## config.mk

```make
export PLATFORM = sky130hd
export DESIGN_NAME = spi_master
export DESIGN_NICKNAME = d
export VERILOG_FILES = /design/src/rtl/spi_pkg.sv /design/src/rtl/spi_sclk_gen.sv /design/src/rtl/spi_master.sv
export SDC_FILE = /design/constraint.sdc
export NUM_CORES = 1
export LEC_CHECK = 0
export ABC_AREA = 1
export CAP_MARGIN = 20
export CORE_ASPECT_RATIO = 0.5
export CORE_MARGIN = 1.5
export CORE_UTILIZATION = 40
export CTS_CLUSTER_DIAMETER = 30
export DETAILED_ROUTE_END_ITERATION = 8
export PLACE_DENSITY = 0.73
export SETUP_SLACK_MARGIN = 0.3
export SLEW_MARGIN = 20
export SYNTH_ARGS = -nofsm -noshare
export SYNTH_HDL_FRONTEND = slang
export SYNTH_SLANG_ARGS = --single-unit
```

## constraint.sdc

```tcl
create_clock -name clk -period 1.7 [get_ports clk]
set_input_delay 0.17 -clock clk [delete_from_list [all_inputs] [get_ports clk]]
set_output_delay 0.17 -clock clk [all_outputs]
set_load 0.01 [all_outputs]
```

## src/rtl/spi_pkg.sv

```systemverilog
// Shared definitions for the 10-bit command SPI link (master and slave sides).
package spi_pkg;

    localparam int unsigned CMD_W  = 10;
    localparam int unsigned DATA_W = 8;
    localparam int unsigned TYPE_W = 2;

    localparam logic [TYPE_W-1:0] CMD_WR_ADDR = 2'b00;
    localparam logic [TYPE_W-1:0] CMD_WR_DATA = 2'b01;
    localparam logic [TYPE_W-1:0] CMD_RD_ADDR = 2'b10;
    localparam logic [TYPE_W-1:0] CMD_RD_DATA = 2'b11;

    typedef enum logic [2:0] {
        ST_IDLE      = 3'd0,
        ST_SHIFT_CMD = 3'd1,
        ST_TURN      = 3'd2,
        ST_RECV      = 3'd3,
        ST_GAP       = 3'd4
    } spi_state_e;

endpackage

```

## src/rtl/spi_sclk_gen.sv

```systemverilog
// SCLK generator: idles low, toggles every SCLK_DIV clk cycles while enabled.
// The strobes mark the clk edge on which SCLK rises or falls.
module spi_sclk_gen #(
    parameter int unsigned SCLK_DIV = 2
) (
    input  logic clk,
    input  logic rstn,
    input  logic en,
    output logic sclk,
    output logic rise_pulse_c,
    output logic fall_pulse_c
);

    localparam int unsigned CNT_W = (SCLK_DIV > 1) ? $clog2(SCLK_DIV) : 1;

    logic [CNT_W-1:0] half_cnt;
    logic             half_end_c;

    assign half_end_c   = en && (half_cnt == CNT_W'(SCLK_DIV - 1));
    assign rise_pulse_c = half_end_c && !sclk;
    assign fall_pulse_c = half_end_c && sclk;

    always_ff @(posedge clk or negedge rstn) begin
        if (!rstn) begin
            half_cnt <= '0;
            sclk     <= 1'b0;
        end else if (!en) begin
            half_cnt <= '0;
            sclk     <= 1'b0;
        end else if (half_end_c) begin
            half_cnt <= '0;
            sclk     <= !sclk;
        end else begin
            half_cnt <= half_cnt + CNT_W'(1);
        end
    end

endmodule

```

## src/rtl/spi_master.sv

```systemverilog
// Initiator end of the 10-bit command SPI link: one command word per SS_n frame,
// with an 8-bit reply captured from MISO for read-data commands.
module spi_master
    import spi_pkg::*;
#(
    parameter int unsigned SCLK_DIV  = 2,
    parameter int unsigned TURN_BITS = 2,
    parameter int unsigned IDLE_GAP  = 2
) (
    input  logic              clk,
    input  logic              rstn,
    input  logic              cmd_valid,
    input  logic [CMD_W-1:0]  cmd_data,
    output logic              cmd_ready,
    output logic              rsp_valid,
    output logic [DATA_W-1:0] rsp_data,
    output logic              SS_n,
    output logic              SCLK,
    output logic              MOSI,
    input  logic              MISO
);

    localparam int unsigned N_RD  = CMD_W + TURN_BITS + DATA_W;
    localparam int unsigned BIT_W = $clog2(N_RD + 1);
    localparam int unsigned GAP_W = (IDLE_GAP > 1) ? $clog2(IDLE_GAP) : 1;

    spi_state_e        state_q, state_d;
    logic              accept_c;
    logic              active_q_c, active_d_c;
    logic              rise_c, fall_c;
    logic              rsp_done_c;
    logic [BIT_W-1:0]  bit_cnt;
    logic [GAP_W-1:0]  gap_cnt;
    logic [CMD_W-1:0]  tx_sh;
    logic [DATA_W-2:0] rx_sh;
    logic              is_rd_q;

    assign accept_c   = cmd_valid && cmd_ready;
    assign active_q_c = (state_q == ST_SHIFT_CMD) || (state_q == ST_TURN) || (state_q == ST_RECV);
    assign active_d_c = (state_d == ST_SHIFT_CMD) || (state_d == ST_TURN) || (state_d == ST_RECV);

    spi_sclk_gen #(
        .SCLK_DIV (SCLK_DIV)
    ) u_sclk_gen (
        .clk          (clk),
        .rstn         (rstn),
        .en           (active_q_c),
        .sclk         (SCLK),
        .rise_pulse_c (rise_c),
        .fall_pulse_c (fall_c)
    );

    always_ff @(posedge clk or negedge rstn) begin
        if (!rstn) state_q <= ST_IDLE;
        else       state_q <= state_d;
    end

    // Phase changes happen on SCLK falls; bit_cnt already counts the bit being closed.
    always_comb begin
        state_d    = state_q;
        rsp_done_c = 1'b0;
        case (state_q)
            ST_IDLE: begin
                if (accept_c) state_d = ST_SHIFT_CMD;
            end
            ST_SHIFT_CMD: begin
                if (fall_c && bit_cnt == BIT_W'(CMD_W)) begin
                    if (!is_rd_q)           state_d = ST_GAP;
                    else if (TURN_BITS > 0) state_d = ST_TURN;
                    else                    state_d = ST_RECV;
                end
            end
            ST_TURN: begin
                if (fall_c && bit_cnt == BIT_W'(CMD_W + TURN_BITS)) state_d = ST_RECV;
            end
            ST_RECV: begin
                if (fall_c && bit_cnt == BIT_W'(N_RD)) begin
                    state_d    = ST_GAP;
                    rsp_done_c = 1'b1;
                end
            end
            ST_GAP: begin
                if (gap_cnt == GAP_W'(IDLE_GAP - 1)) state_d = ST_IDLE;
            end
            default: state_d = ST_IDLE;
        endcase
    end

    // Serial datapath and registered outputs.
    always_ff @(posedge clk or negedge rstn) begin
        if (!rstn) begin
            cmd_ready <= 1'b1;
            SS_n      <= 1'b1;
            MOSI      <= 1'b0;
            rsp_valid <= 1'b0;
            rsp_data  <= '0;
            tx_sh     <= '0;
            rx_sh     <= '0;
            bit_cnt   <= '0;
            gap_cnt   <= '0;
            is_rd_q   <= 1'b0;
        end else begin
            cmd_ready <= (state_d == ST_IDLE);
            SS_n      <= !active_d_c;
            rsp_valid <= 1'b0;
            gap_cnt   <= (state_q == ST_GAP) ? gap_cnt + GAP_W'(1) : '0;
            if (accept_c) begin
                MOSI    <= cmd_data[CMD_W-1];
                tx_sh   <= {cmd_data[CMD_W-2:0], 1'b0};
                is_rd_q <= (cmd_data[CMD_W-1 -: TYPE_W] == CMD_RD_DATA);
                bit_cnt <= '0;
            end else begin
                if (rise_c) bit_cnt <= bit_cnt + BIT_W'(1);
                // tx_sh drains to zero, so MOSI reads 0 through turnaround and reply.
                if (fall_c) begin
                    MOSI  <= tx_sh[CMD_W-1];
                    tx_sh <= {tx_sh[CMD_W-2:0], 1'b0};
                end
                if (fall_c && state_q == ST_RECV) rx_sh <= {rx_sh[DATA_W-3:0], MISO};
                if (rsp_done_c) begin
                    rsp_valid <= 1'b1;
                    rsp_data  <= {rx_sh, MISO};
                end
                if (!active_d_c) MOSI <= 1'b0;
            end
        end
    end

endmodule
```

# Yosys cells after proc, flatten, opt, wreduce, memory -nomap -nowiden
# Index checks and enable logic that the tools add are counted.
# classes
addsub	3
eq_ne	13
mux	23
bitwise_logic	1
reduce_logical	20
# ops
cell	count
10-bit 2-to-1 mux	2
3-bit 2-to-1 mux	6
3-bit case mux with 5 select lines	1
3-bit by 2-bit equality test with 1-bit output, second input constant	4
1-bit 2-to-1 mux	12
5-bit by 4-bit equality test with 1-bit output, second input constant	2
5-bit 2-to-1 mux	2
1-bit logical AND	8
3-bit by 1-bit equality test with 1-bit output, second input constant	2
3-bit zero test	2
5-bit by 1-bit adder with 5-bit output, second input constant	1
5-bit equality test, second input constant	1
1-bit logical OR	4
2-bit AND reduction	2
2-bit nonzero test	2
3-bit equality test, second input constant	1
3-bit by 2-bit inequality test with 1-bit output, second input constant	1
1-bit adder, second input constant	2
2-bit equality test, second input constant	1
1-bit zero test	2
2-bit inequality test, second input constant	1
1-bit inverter	1
# word_totals
regBits	41
input_bits	14
out_inout_bits	13
elab_cells	73

# Depth between registers and ports, before layout
# logic_depth
depth_word	13
mapped_depth	12
ltp_nobuf	12

# Hierarchy
# A second synthesis with hierarchy kept.
# hier_totals
hier_cells	177
area_unflattened_um2	1809.2
# modules_own_cells
module	instances	cells_per_inst	area_per_inst_um2	seq_area_each_um2
spi_master	1	165	1719.1	953.4
spi_sclk_gen	1	12	90.1	50.0

# Worst setup path after synthesis
# Ideal clock, no wire load.
# synth_path
path_type	flip-flop to flip-flop
start	register bit_cnt[0]
end	register rsp_data[0]
setup_time_ns	0.118
t_arrival_ns	1.411
t_required_ns	1.582
slack_ns	0.171
path_stages_with_launch	10
path_buffers	0
synth_period_minus_slack_ns	1.529
path_cell_list	dfrtp_1 -> inv_1 -> ha_1 -> nand2_1 -> inv_1 -> nand3_4 -> nor2_1 -> nand3_2 -> mux2i_1 -> inv_1
# synth_via
elab_chain_cells	5
# synth_rtl
element	line_no	rtl
start: declaration	spi_master.sv:32	logic [BIT_W-1:0] bit_cnt;
start signal: assignment	spi_master.sv:113	if (rise_c) bit_cnt <= bit_cnt + BIT_W'(1);
5-bit equality test	spi_master.sv:77	if (fall_c && bit_cnt == BIT_W'(N_RD)) begin
1-bit logical AND	spi_master.sv:77	
1-bit 2-to-1 mux	spi_master.sv:77	
1-bit 2-to-1 mux	spi_master.sv:62	case (state_q)
2-bit AND reduction (no source line)	--	
end signal: assignment	spi_master.sv:122	rsp_data <= {rx_sh, MISO};
end: declaration	spi_master.sv:16	output logic [DATA_W-1:0] rsp_data,
# Every way passes these cells.
# A chain may end at the register's enable or synchronous reset.

# Worst setup path in the final report
# layout_path
start	register state_q[0]
end	register MOSI
# layout_via
elab_chain_cells	13
elab_cells_between_ends	26
cone_classes	eq/ne (8); mux (8); reduce/logical (10)
# layout_rtl
element	line_no	rtl
start: declaration	spi_master.sv:27	spi_state_e state_q, state_d;
start signal: assignment	spi_master.sv:55	else state_q <= state_d;
3-bit by 1-bit equality test with 1-bit output or 3-bit by 2-bit equality test with 1-bit output (tied branches)	spi_master.sv:39, spi_master.sv:62	
1-bit logical OR (2 in a row)	spi_master.sv:39	assign active_q_c = (state_q == ST_SHIFT_CMD) || (state_q == ST_TURN) || (state_q == ST_RECV);
1-bit logical AND	spi_sclk_gen.sv:19	assign half_end_c = en && (half_cnt == CNT_W'(SCLK_DIV - 1));
1-bit logical AND	spi_sclk_gen.sv:21	assign fall_pulse_c = half_end_c && sclk;
1-bit logical AND (on tied branches)	spi_master.sv:77, spi_master.sv:67, spi_master.sv:74	
3-bit 2-to-1 mux (on tied branches)	spi_master.sv:77, spi_master.sv:67, spi_master.sv:74	
3-bit case mux with 5 select lines *	spi_master.sv:62	
via state_d[0]	spi_master.sv:27	
3-bit by 1-bit equality test with 1-bit output or 3-bit by 2-bit equality test with 1-bit output (tied branches)	spi_master.sv:40	assign active_d_c = (state_d == ST_SHIFT_CMD) || (state_d == ST_TURN) || (state_d == ST_RECV);
1-bit logical OR	spi_master.sv:40	
1-bit logical OR *	spi_master.sv:40	
1-bit 2-to-1 mux	spi_master.sv:124	if (!active_d_c) MOSI <= 1'b0;
1-bit 2-to-1 mux	spi_master.sv:107	if (accept_c) begin
end signal: assignment	spi_master.sv:108	MOSI <= cmd_data[CMD_W-1];
end signal: assignment	spi_master.sv:116	MOSI <= tx_sh[CMD_W-1];
end: declaration	spi_master.sv:19	output logic MOSI,
# The timed path passes the listed nets; every way through them passes the cells marked *.

==> impl_results.html <==
<table>
<tr><th>Metric</th><th>Value</th></tr>
<tr><th colspan="2">Status</th></tr>
<tr><td>Status</td><td>complete, but fails checks</td></tr>
<tr><td>Failing checks</td><td>design-rule violations</td></tr>
<tr><th colspan="2">Synthesis</th></tr>
<tr><td>Post-synthesis area per instance</td><td>9.56 um2</td></tr>
<tr><td>Netlist area before placement</td><td>around 1800 um2</td></tr>
<tr><td>Flop and latch count out of synthesis</td><td>40</td></tr>
<tr><td>Syn_nets</td><td>209</td></tr>
<tr><td>Fraction of the yosys area taken by sequential cells</td><td>54.7%</td></tr>
<tr><td>Synthesis warning total</td><td>0</td></tr>
<tr><td>Post-Synthesis Cells</td><td>192</td></tr>
<tr><td>Number of distinct standard cells referenced by the synthesized netlist</td><td>33</td></tr>
<tr><th colspan="2">STA</th></tr>
<tr><td>Final number of setup-violating endpoints</td><td>0</td></tr>
<tr><td>Unrepaired setup endpoints after global routing</td><td>yes</td></tr>
<tr><td>Clock Skew</td><td>0.00267 ns</td></tr>
<tr><td>Max Clock Freq</td><td>592 MHz</td></tr>
<tr><td>Relative slew slack</td><td>65.9%</td></tr>
<tr><td>Final clock period utilization by the worst path</td><td>99.4%</td></tr>
<tr><td>Slew of the pin with the lowest slew margin</td><td>0.511 ns</td></tr>
<tr><td>Final setup slack of the worst path</td><td>roughly 0.010 ns</td></tr>
<tr><td>Final worst path period need</td><td>1.69 ns</td></tr>
<tr><td>Count of endpoints failing hold in the final timing report</td><td>0</td></tr>
<tr><td>Max Transition Viols Final</td><td>0</td></tr>
<tr><th colspan="2">Drt</th></tr>
<tr><td>Remaining design rule violation count</td><td>1</td></tr>
<tr><td>Length of the first detailed-routing pass in iterations</td><td>6</td></tr>
<tr><td>DRC marker count from the first detailed-route iteration</td><td>83</td></tr>
<tr><td>Total wire length after detailed routing</td><td>slightly below 5 mm</td></tr>
<tr><td>Via Count</td><td>between 1.5k and 2k</td></tr>
<tr><td>Via-to-Cell Ratio</td><td>5.18</td></tr>
<tr><td>Wire length per cell</td><td>15.0 um</td></tr>
<tr><td>Antenna Violating Nets Remaining</td><td>0</td></tr>
<tr><th colspan="2">Critical path</th></tr>
<tr><td>Worst Path Max Fanout</td><td>7</td></tr>
<tr><td>Critical path capture point type</td><td>flop</td></tr>
<tr><td>Endpoint required time on the critical path</td><td>1.89 ns</td></tr>
<tr><td>Crit path DAT</td><td>1.88 ns</td></tr>
<tr><td>Critical path class</td><td>flop to flop</td></tr>
<tr><td>Kind of start point of the critical path</td><td>flop</td></tr>
<tr><th colspan="2">Finish</th></tr>
<tr><td>Number of nets in the finished design</td><td>280</td></tr>
<tr><td>Number of fill cells in the layout</td><td>302</td></tr>
<tr><td># diodes</td><td>0</td></tr>
<tr><td>Share of post-route cells with drive strength above 1</td><td>42.0%</td></tr>
<tr><td>Top library cells by usage in the layout, fill and taps aside</td><td>sky130_fd_sc_hd__dfrtp_1, sky130_fd_sc_hd__nand2_1, sky130_fd_sc_hd__buf_4</td></tr>
<tr><td>Post-route non-filler standard cell count</td><td>between 300 and 400</td></tr>
<tr><td>Commonest non-fill, non-tap cell in the layout</td><td>sky130_fd_sc_hd__dfrtp_1</td></tr>
<tr><td>Synthesis-to-layout area growth</td><td>54.6%</td></tr>
<tr><th colspan="2">Global routing</th></tr>
<tr><td>GR peak layer</td><td>met2</td></tr>
<tr><td>First-pass GRT wire length</td><td>6.92 mm</td></tr>
<tr><td>Total Routing Usage GR</td><td>17.8%</td></tr>
<tr><td>Met2 usage</td><td>30.3%</td></tr>
<tr><td>Vias in the first global route</td><td>1504</td></tr>
<tr><td>Overflow left after global routing</td><td>0</td></tr>
<tr><td>Largest net degree at the start of global routing</td><td>41</td></tr>
<tr><td>GRT met1 Usage</td><td>22.6%</td></tr>
<tr><td>Met3 demand-to-capacity share in global routing</td><td>4.38%</td></tr>
<tr><td>Number of antenna violations at the first check in global routing</td><td>0</td></tr>
<tr><th colspan="2">Placed design</th></tr>
<tr><td>Port Buf Inserts</td><td>26</td></tr>
<tr><td>Worst-case setup slack after placement</td><td>approximately 0.042 ns</td></tr>
<tr><td>Detail Placement HPWL</td><td>2.60 mm</td></tr>
<tr><td>Final RePlAce weighted congestion</td><td>0.756</td></tr>
<tr><td>Number of instances in the placed design</td><td>278</td></tr>
<tr><th colspan="2">Pwr</th></tr>
<tr><td>Max IR drop VDD</td><td>248 uV</td></tr>
<tr><td>Reported leakage power</td><td>~1.4 nW</td></tr>
<tr><td>Total Power Consumption</td><td>about 1.7 mW</td></tr>
<tr><td>Power per standard cell area</td><td>between 500 and 600 nW/um2</td></tr>
<tr><th colspan="2">Job</th></tr>
<tr><td>MaxCap Viol Count</td><td>0</td></tr>
<tr><th colspan="2">Clock network</th></tr>
<tr><td>Clock slew at the register clock pins of the worst setup and hold paths</td><td>roughly 0.070 ns</td></tr>
<tr><td>Root buffer selected by CTS</td><td>sky130_fd_sc_hd__clkbuf_8</td></tr>
<tr><td>Clock tree from TritonCTS</td><td>done</td></tr>
<tr><td>Number of CTS-inserted buffers</td><td>5</td></tr>
<tr><td>Total number of clock tree sinks</td><td>40</td></tr>
<tr><td>Longest Clk Path Bufs</td><td>2</td></tr>
<tr><td>Maximum level of the CTS H-tree</td><td>2</td></tr>
<tr><td>Source-to-sink clock delay at the later pin of the worst-skew pair</td><td>around 0.30 ns</td></tr>
<tr><th colspan="2">Floorplan</th></tr>
<tr><td>Standard cell core area</td><td>4400 um2</td></tr>
<tr><td>Number of rows in the core area</td><td>17</td></tr>
<tr><td>Die outline height</td><td>50.9 um</td></tr>
<tr><td>Chip width</td><td>98.8 um</td></tr>
<tr><td>Initial core utilization</td><td>41.7%</td></tr>
<tr><td>I/O pin count</td><td>27</td></tr>
<tr><td>Die ar.</td><td>5030 um2</td></tr>
<tr><th colspan="2">Worst hold path</th></tr>
<tr><td>Min-delay worst type</td><td>flop to flop</td></tr>
</table>
## worst paths after layout
| check | endpoint | startpoint | slack, ns | cells past startpoint |
|---|---|---|---|---|
| worst max-delay path | MOSI | state_q[0] | 0.01 | 10 |
| worst min-delay path | gap_cnt | gap_cnt | 0.41 | 1 |
| worst max register to register | MOSI | state_q[0] | 0.01 | 10 |
| worst min register to register | gap_cnt | gap_cnt | 0.41 | 1 |
| max in group asynchronous | state_q[2] | rstn | 0.82 | 3 |
| min in group asynchronous | rx_sh[0] | rstn | 0.51 | 3 |
## cell type report
cell class                 instances  area, um2  share of cell area, %
clock buffer                       8       90.1                   3.17
inverter                          26        106                   3.75
multi-input combinational        124        937                   33.0
sequential                        40       1000                   35.4
tap                               57       71.3                   2.51
timing repair buffer              66        628                   22.1
## where the power goes
part	leakage, nW	total (mW)	internal (mW)	switching (mW)
clock	0.0455	0.653	0.331	0.322
combinational	0.840	0.0569	0.0305	0.0264
sequential	0.511	0.956	0.954	0.00272
## logic make-up after synthesis
| logic type | Yosys count | share of synthesized area [%] |
|---|---|---|
| muxes | 3 | 1.70 |
| and+or+nand+nor | 82 | 23.0 |
| buffers and inverters | 28 | 5.79 |
| DFF | 40 | 54.7 |
| adders and majority gates | 3 | 2.05 |
| AOI/OAI and AO/OA | 36 | 12.7 |
## repair_timing
action,4_1_cts,5_1_grt
gates cloned,0,1
gates resized for setup,18,55
pin swaps,13,18
buffers inserted,22,11
endpoints found under the setup margin,34,38
hold endpoints to repair,38,0
hold buffers,1,0
## flip-flops by register name, summed over array words and instances (netlist names), 3 cells and up
signal,flops
bit_cnt,5
rsp_data,8
tx_sh,9
state_q,3
rx_sh,7
## cells in the mapped netlist, drive strengths merged
library cell | number | share of area [%]
nor3 | 4 | 2.0
buf | 1 | 0.27
nor2 | 21 | 5.2
dfrtp | 38 | 52
o221ai | 8 | 3.8
ha | 3 | 2.0
nand4 | 1 | 1.2
inv | 26 | 5.3
nand3 | 10 | 4.2
clkbuf | 1 | 0.20
o21bai | 1 | 0.41
nand2 | 44 | 9.7
dfstp | 2 | 2.9
o21ai | 21 | 6.5
a211oi | 1 | 0.41
or2 | 1 | 0.34
nand3b | 1 | 0.41
mux2 | 1 | 0.61
mux2i | 2 | 1.1
a21oi | 5 | 1.6
## critical path, cell delays in order, from the launching register on
cell and delay [ns]:
sky130_fd_sc_hd__dfrtp_1 0.39, sky130_fd_sc_hd__inv_2 0.07, sky130_fd_sc_hd__nand2_4 0.10, sky130_fd_sc_hd__nand4_4 0.20
sky130_fd_sc_hd__buf_4 0.21, sky130_fd_sc_hd__o21bai_1 0.18, sky130_fd_sc_hd__nand2_1 0.13, sky130_fd_sc_hd__nand3_4 0.10
sky130_fd_sc_hd__nor2_4 0.04, sky130_fd_sc_hd__nor2_2 0.10, sky130_fd_sc_hd__a21oi_2 0.04
## layer usage
metal | up-vias | wire [um]
li1 | 779 | -
met1 | 810 | 2060
met2 | 55 | 2350
met3 | 20 | 248
met4 | 0 | 153
met5 | - | 0
## per-stage QoR
stage                     util, %  instance area [um2]  setup TNS [ns]  hold slack, ns
after global routing         64.5                 2840         -0.0205           0.441
after detailed placement     50.0                 2200               0           0.262
final                        64.5                 2840               0           0.412
after floorplan                 -                 1850               0          -0.126
after CTS                    57.5                 2530               0           0.416
after global placement       50.0                 2200               0           0.250
Power figures use the tool's default switching activity.
